==> config.mk <==
export PLATFORM = sky130hd
export DESIGN_NAME = alu_issue
export DESIGN_NICKNAME = d
export VERILOG_FILES = /design/src/rtl/alu_issue.sv
export SDC_FILE = /design/constraint.sdc
export NUM_CORES = 1
export LEC_CHECK = 0
export CORE_MARGIN = 3
export CORE_UTILIZATION = 29
export DETAILED_ROUTE_END_ITERATION = 8
export PLACE_DENSITY_LB_ADDON = 0.3
export SETUP_SLACK_MARGIN = 0.1
export SYNTH_ARGS = -nofsm -noshare
export SYNTH_HDL_FRONTEND = slang
export SYNTH_SLANG_ARGS = --single-unit
==> constraint.sdc <==
create_clock -name clk -period 3.8 [get_ports clk]
set_input_delay 0.38 -clock clk [delete_from_list [all_inputs] [get_ports clk]]
set_output_delay 0.38 -clock clk [all_outputs]
set_load 0.005 [all_outputs]
==> src/rtl/alu_issue.sv <==
`default_nettype none
// ============================================================================
// Module   : alu_issue
// Purpose  : Command FIFO, operand preparation and response capture stage
//            placed in front of a combinational ALU. Subtract and signed
//            compare have in_b two's-complement negated so the ALU can
//            always add. Also keeps a saturating overflow event counter.
// Revision : 1.0 - initial release
// ============================================================================
module alu_issue #(
  parameter int DEPTH = 2,
  parameter int W     = 32
) (
  input  logic         clk,
  input  logic         rst,
  input  logic         cmd_valid,
  output logic         cmd_ready,
  input  logic [2:0]   cmd_op,
  input  logic [W-1:0] cmd_a,
  input  logic [W-1:0] cmd_b,
  output logic [2:0]   alu_fun_sel,
  output logic [W-1:0] alu_in_a,
  output logic [W-1:0] alu_in_b,
  input  logic [W-1:0] alu_res,
  input  logic         alu_cout,
  input  logic         alu_overflow,
  output logic         rsp_valid,
  input  logic         rsp_ready,
  output logic [W-1:0] rsp_res,
  output logic         rsp_cout,
  output logic         rsp_overflow,
  output logic [2:0]   rsp_op,
  output logic         busy,
  output logic [15:0]  ovf_count
);

  localparam int AW = (DEPTH > 1) ? $clog2(DEPTH) : 1;
  localparam logic [AW:0] C_FULL = (AW + 1)'(DEPTH);
  localparam logic [2:0]  C_OP_SUB = 3'd1;
  localparam logic [2:0]  C_OP_SLT = 3'd6;

  typedef enum logic [1:0] {
    IDLE = 2'd0,
    EXEC = 2'd1,
    DONE = 2'd2
  } state_t;

  state_t         state_q;

  // FIFO storage and bookkeeping
  logic [2:0]     op_mem_q [DEPTH];
  logic [W-1:0]   a_mem_q  [DEPTH];
  logic [W-1:0]   b_mem_q  [DEPTH];
  logic [AW-1:0]  wr_ptr_q;
  logic [AW-1:0]  rd_ptr_q;
  logic [AW:0]    count_q;
  logic [AW:0]    count_d;

  // Registered outputs
  logic [2:0]     alu_fun_sel_q;
  logic [W-1:0]   alu_in_a_q;
  logic [W-1:0]   alu_in_b_q;
  logic           rsp_valid_q;
  logic [W-1:0]   rsp_res_q;
  logic           rsp_cout_q;
  logic           rsp_overflow_q;
  logic [2:0]     rsp_op_q;
  logic [15:0]    ovf_count_q;

  logic           fifo_empty;
  logic           push;
  logic           pop;
  logic [2:0]     head_op;
  logic [W-1:0]   head_a;
  logic [W-1:0]   head_b;
  logic [W-1:0]   head_b_prep;

  // Ready depends only on the registered occupancy, never on the pop side
  assign cmd_ready  = (count_q != C_FULL);
  assign fifo_empty = (count_q == '0);
  assign push       = cmd_valid && cmd_ready;
  assign pop        = !fifo_empty &&
                      ((state_q == IDLE) || ((state_q == DONE) && rsp_ready));

  assign head_op     = op_mem_q[rd_ptr_q];
  assign head_a      = a_mem_q[rd_ptr_q];
  assign head_b      = b_mem_q[rd_ptr_q];
  // The ALU only adds for sub/slt, so present -b; the most negative value maps to itself
  assign head_b_prep = ((head_op == C_OP_SUB) || (head_op == C_OP_SLT))
                     ? (~head_b + {{(W-1){1'b0}}, 1'b1})
                     : head_b;

  assign busy         = (state_q != IDLE) || !fifo_empty;
  assign alu_fun_sel  = alu_fun_sel_q;
  assign alu_in_a     = alu_in_a_q;
  assign alu_in_b     = alu_in_b_q;
  assign rsp_valid    = rsp_valid_q;
  assign rsp_res      = rsp_res_q;
  assign rsp_cout     = rsp_cout_q;
  assign rsp_overflow = rsp_overflow_q;
  assign rsp_op       = rsp_op_q;
  assign ovf_count    = ovf_count_q;

  // Next occupancy: simultaneous push and pop leave it unchanged
  always_comb begin
    count_d = count_q;
    case ({push, pop})
      2'b10:   count_d = count_q + (AW + 1)'(1);
      2'b01:   count_d = count_q - (AW + 1)'(1);
      default: count_d = count_q;
    endcase
  end

  // FIFO payload storage; contents are don't-care while the slot is empty
  always_ff @(posedge clk) begin
    if (push) begin
      op_mem_q[wr_ptr_q] <= cmd_op;
      a_mem_q[wr_ptr_q]  <= cmd_a;
      b_mem_q[wr_ptr_q]  <= cmd_b;
    end
  end

  // FIFO pointers wrap naturally because DEPTH is a power of two
  always_ff @(posedge clk) begin
    if (rst) begin
      wr_ptr_q <= '0;
      rd_ptr_q <= '0;
      count_q  <= '0;
    end else begin
      if (push) wr_ptr_q <= wr_ptr_q + AW'(1);
      if (pop)  rd_ptr_q <= rd_ptr_q + AW'(1);
      count_q <= count_d;
    end
  end

  // Issue/capture FSM with all ALU-side and response-side outputs registered
  always_ff @(posedge clk) begin
    if (rst) begin
      state_q        <= IDLE;
      alu_fun_sel_q  <= '0;
      alu_in_a_q     <= '0;
      alu_in_b_q     <= '0;
      rsp_valid_q    <= 1'b0;
      rsp_res_q      <= '0;
      rsp_cout_q     <= 1'b0;
      rsp_overflow_q <= 1'b0;
      rsp_op_q       <= '0;
      ovf_count_q    <= '0;
    end else begin
      if (pop) begin
        alu_fun_sel_q <= head_op;
        alu_in_a_q    <= head_a;
        alu_in_b_q    <= head_b_prep;
      end
      case (state_q)
        IDLE: begin
          if (pop) state_q <= EXEC;
        end
        EXEC: begin
          // ALU has had a full cycle to settle on the registered operands
          rsp_res_q      <= alu_res;
          rsp_cout_q     <= alu_cout;
          rsp_overflow_q <= alu_overflow;
          rsp_op_q       <= alu_fun_sel_q;
          rsp_valid_q    <= 1'b1;
          if (alu_overflow && (ovf_count_q != 16'hFFFF)) begin
            ovf_count_q <= ovf_count_q + 16'd1;
          end
          state_q <= DONE;
        end
        DONE: begin
          if (rsp_ready) begin
            rsp_valid_q <= 1'b0;
            state_q     <= pop ? EXEC : IDLE;
          end
        end
        default: state_q <= IDLE;
      endcase
    end
  end

endmodule
`default_nettype wire
# Word level (Yosys, flattened, before mapping)
# Memories as Yosys holds them, arrays and structs flattened. A register that Yosys moved wholly into a read port is not among the register bits.
# Cells that the tools add are included.
# totals
register_bits,95
mem_bits_rw,134
output_inout_bits,123
elab_cells,62
memories,3
# mem_list
memory,words,width,read_ports,rd_clocked_by_memory_dff,wr,line_no,source
a_mem_q,2,32,1,1,1,52,logic [W-1:0] a_mem_q [DEPTH];
b_mem_q,2,32,1,1,1,53,logic [W-1:0] b_mem_q [DEPTH];
op_mem_q,2,3,1,1,1,51,logic [2:0] op_mem_q [DEPTH];
# classes
add_sub_neg,6
eq_ne,10
n_mux,14
bitwise_logic,1
reduce_logical,16
# op_table
cell,count
$add A32 B1 Y32 const B,1
$mux W32,1
$not A32 Y32,1
$add A16 B1 Y16 const B,1
$ne A16 B16 Y1 const B,1
$mux W1,8
$ne A2 B2 Y1 const B,3
$pmux W2 S3,1
$reduce_and A2 Y1,3
$reduce_bool A2 Y1,3
$eq A2 B1 Y1 const B,2
$eq A2 B2 Y1 const B,2
$logic_and A1 B1 Y1,4
$logic_not A2 Y1,2
$mux W2,2
$pmux W2 S2,1
$eq A3 B1 Y1 const B,1
$eq A3 B3 Y1 const B,1
$logic_or A1 B1 Y1,3
$add A1 B1 Y1 const B,2
$add A2 B1 Y2 const B,1
$pmux W1 S2,1
$sub A2 B1 Y2 const B,1
$logic_not A1 Y1,1

# Longest topological paths before layout
# depth
ltp_word,7
ltp_mapped,13
mapped_depth_nobuf,8

# Least setup slack after synthesis
# Ideal clock, no wire load.
# synth_path
kind,flip-flop to flip-flop
start,register count_q[0]
end,memory a_mem_q[0][0] (enable)
arrival_ps,3445
path_slack_ps,-138
path_stages_with_launch,4
path_buffers,0
path_cell_list,dfxtp_1 > nand2b_1 > nand2_1 > nor2_1
# synth_between
elab_chain_len,4
# synth_rtl
item,line_no,source
start: declaration,56,logic [AW:0] count_q;
start signal: assignment,132,count_q <= count_d;
$ne A2 B2 Y1,79,assign cmd_ready = (count_q != C_FULL);
via cmd_ready,17,"output logic cmd_ready,"
$logic_and A1 B1 Y1,81,assign push = cmd_valid && cmd_ready;
$mux W1,116,if (push) begin
$mux W1 (not written as such),118,a_mem_q[wr_ptr_q] <= cmd_a;
end: declaration,52,
# The timed path passes the listed nets, and every way through them passes these cells.

==> metrics.cfg <==
[worst_setup_path]
cp.arrival_ns=3.55
timing.critical_path.from_type=register
worst-setup-path-type=register to register
peak_fanout_along_the_critical_path=56
timing.critical_path.slowest_stage_cell=sky130_fd_sc_hd__dfxtp_2
slowest_delay_ns=0.62
end_kind=register
critical_path.cell_chain=buf_4, mux2_2, o21ba_2, nand3_4, nor4_1, nor4_1, nor4_2
crit_path_frequent_cell=sky130_fd_sc_hd__nor4_1
critPathRequiredTime_ns=4.27

[yosys]
post_synthesis_register_bit_count=262
synth_mux_area_share_pct=6.439
synth_most_common_cell=sky130_fd_sc_hd__edfxtp_1
asyncSetResetFlopFracSynth_pct=0
yosys-top-cells-area=sky130_fd_sc_hd__edfxtp_1 (38%), sky130_fd_sc_hd__dfxtp_1 (24%), sky130_fd_sc_hd__mux2i_1 (5.9%), sky130_fd_sc_hd__nand2_1 (4.4%), sky130_fd_sc_hd__a21oi_1 (3.4%)
yosys.area_share.simple_pct=15.59
synthesis.instances=919
number_of_flops_mapped_to_enable_cells_by_yosys=134
yosys.area_share.adder_pct=0.3571
synth_compound_gate_area_share_pct=10.33
synthXorXnorAreaFrac_pct=2.249
synth_top_area_share_pct=38.28
synth_ff_type=sky130_fd_sc_hd__edfxtp_1
yosysSeqAreaShare_pct=62.65
synth_area_leader_cell=sky130_fd_sc_hd__edfxtp_1
syn_avg_cell_area_um2=11.44
synth_commonest_cells=sky130_fd_sc_hd__edfxtp_1 (134), sky130_fd_sc_hd__dfxtp_1 (128), sky130_fd_sc_hd__nand2_1 (122)
synth.net_count=1027
main_combinational_cell_family_by_area_after_synthesis=simple AND/OR/NAND/NOR gates
synthDistinctLibCells=61
yosysWarnings=0
netlist_area_mm2=0.01051

[cts]
tritoncts=yes
postCtsSetupRepairBufs=0
number_of_resized_instances_in_the_post_cts_repair_step=0
tritoncts_num_sinks=262
cts_buffer_depth=3
master_cell_of_the_clock_root_buffer=sky130_fd_sc_hd__clkbuf_16
cts_made_buffers=30
holdBufCountCts=0
cts.reportedPaths.clkPinSlew_ns=0.06
cts_htree_levels=1
worst_skew_pair.late_latency_ns=0.55

[final_layout]
final_core_utilization_pct=39.97
layout-area-overhead-vs-synth_pct=35.56
diodes=0
final-seq-area_mm2=0.006589
post_route_cells_drive_above_1_share_pct=6.810
multi_input_area_mm2=0.003687
num-nets-final=1244
fill_cells=3384

[floorplan]
floorplan.die_area_mm2=0.03857
std_cell_rows=69
dieWidth_um=196.4
initial_utilization_pct=29.48
core_area_mm2=0.03566
chipHeight_um=196.4
io_pins=228

[detailed_routing]
drt_iter0_markers=510
avgViaCountPerCell=4.769
number_of_detailed_routing_iterations_run_before_antenna_repair=5
drt_drc_violations_left=0
postRouteAntennaNets=0
route.vias.total=7731
drt-wirelength-per-cell_um=17.06
wirelength_um=27650

[grt]
antenna_found_initial=0
grt_start_max_net_pins=72
grt-ovfl-total=0
grt_util_all_layers_pct=13.76
number_of_global_route_vias_before_repair=7471
grt_pass1_wl_um=42790

[timing]
hold_violation_total_from_the_final_report=0
final_report_max_slew_violation_count=0
relSlewSlack_pct=24.80
post_route_clock_period_utilization_pct=81.01
fmax_mhz=324.9
setup_viol_count_final=0
period_minus_slack_ns=3.078
setup_repair_after_global_routing_missed_its_margin=false
fin_worst_skew_ns=0.009167
final.setup.tns_ns=0
max_slew.worst_pin.slew_ns=1.128

[flow_run]
drv.max_cap_violation_count=0

[power]
cellPowerDensity_mw_per_mm2=706.9
power.static_leakage_nw=4.712
irDropWorstVdd_v=0.0004233

[placed_design]
detailed_place_hpwl_um=19010
routabilityCongestion=0.8619
numPortBuffers=227

[status]
run_status=finished clean

[worst_hold_path]
hold_path.class=input pin to register

-- layer usage --
metal | routed length [um] | vias up | track usage [%]
met2 | 12940 | 224 | 22.95
met4 | 755 | 0 | 4.647
met5 | 0 | - | 0
met1 | 12430 | 3649 | 18.31
li1 | - | 3814 | -
met3 | 1527 | 44 | 2.274
-- state kept, by name, summed over array words and instances (netlist names), 2 cells and up, named ones only --
signal and flops:
rsp_op 3, state_q 2, op_mem_q 6, rsp_res 32, b_mem_q 64, alu_fun_sel 3, alu_in_a 32, ovf_count 16
a_mem_q 64, alu_in_b 32, count_q 2
-- cell type report --
type | count | area share, %
well taps | 461 | 4.047
repair buffers | 238 | 16.68
flip-flops and latches | 262 | 46.23
clock inverters | 22 | 1.484
clock buffers | 34 | 5.522
multi-input cells | 598 | 25.87
inverters | 6 | 0.1580
-- cell usage in the layout (no fill, tap or decap), types with 31 or more instances in the layout --
| cell type | synthesis | layout |
|---|---|---|
| sky130_fd_sc_hd__a211oi_1 | 38 | 38 |
| sky130_fd_sc_hd__mux2i_1 | 62 | 62 |
| sky130_fd_sc_hd__dfxtp_1 | 128 | 126 |
| sky130_fd_sc_hd__clkdlybuf4s50_1 | 0 | 226 |
| sky130_fd_sc_hd__nand2_1 | 122 | 122 |
| sky130_fd_sc_hd__edfxtp_1 | 134 | 134 |
| sky130_fd_sc_hd__nor2_1 | 75 | 74 |
| sky130_fd_sc_hd__a21oi_1 | 71 | 71 |
| sky130_fd_sc_hd__clkbuf_16 | 0 | 31 |
-- worst max-delay path: cells and delay by family (launching register included) --
| family | cells | cell delay [ns] |
|---|---|---|
| mux | 1 | 0.51 |
| flops | 1 | 0.62 |
| simple gates | 4 | 0.86 |
| buf+inv | 1 | 0.61 |
| compound gates | 1 | 0.39 |
-- worst paths after layout --
check        cells after the start       start  slack [ns]            to
max reg2reg                      7    register        0.72  alu_in_b[31]
min reg2reg                      2  rsp_res[4]        0.45    rsp_res[4]
min                              3  alu_res[6]        0.38    rsp_res[6]
max                              7    register        0.72  alu_in_b[31]
-- power breakdown --
group	total [mW]	switching [mW]	internal, mW
clock network	2.88	1.13	1.75
registers	4.14	0.464	3.67
logic	3.06	1.54	1.51
-- stage by stage --
step	hold WS, ns	area (um^2)	instances	setup WS [ns]	power, mW
2_1_floorplan	0.4419	10520	919	0.4140	5.709
3_3_place_gp	0.4414	13250	1565	0.8699	7.263
3_5_place_dp	0.4456	13250	1565	0.7694	7.293
4_1_cts	0.3407	14250	1621	0.7702	10.23
5_1_grt	0.3611	14250	1621	0.5255	10.70
6_report	0.3784	14250	1621	0.7218	10.07
-- kinds of logic (layout without fill, tap and decap cells) --
group | after synthesis | in the layout
adders and majority gates | 3 | 3
AOI/OAI and AO/OA | 175 | 175
DFF | 262 | 262
and+or+nand+nor | 326 | 326
xor gates and xnor gates | 27 | 27
buffers and inverters | 59 | 300
muxes | 67 | 67
Note: power is estimated with default switching activity, not from simulation.
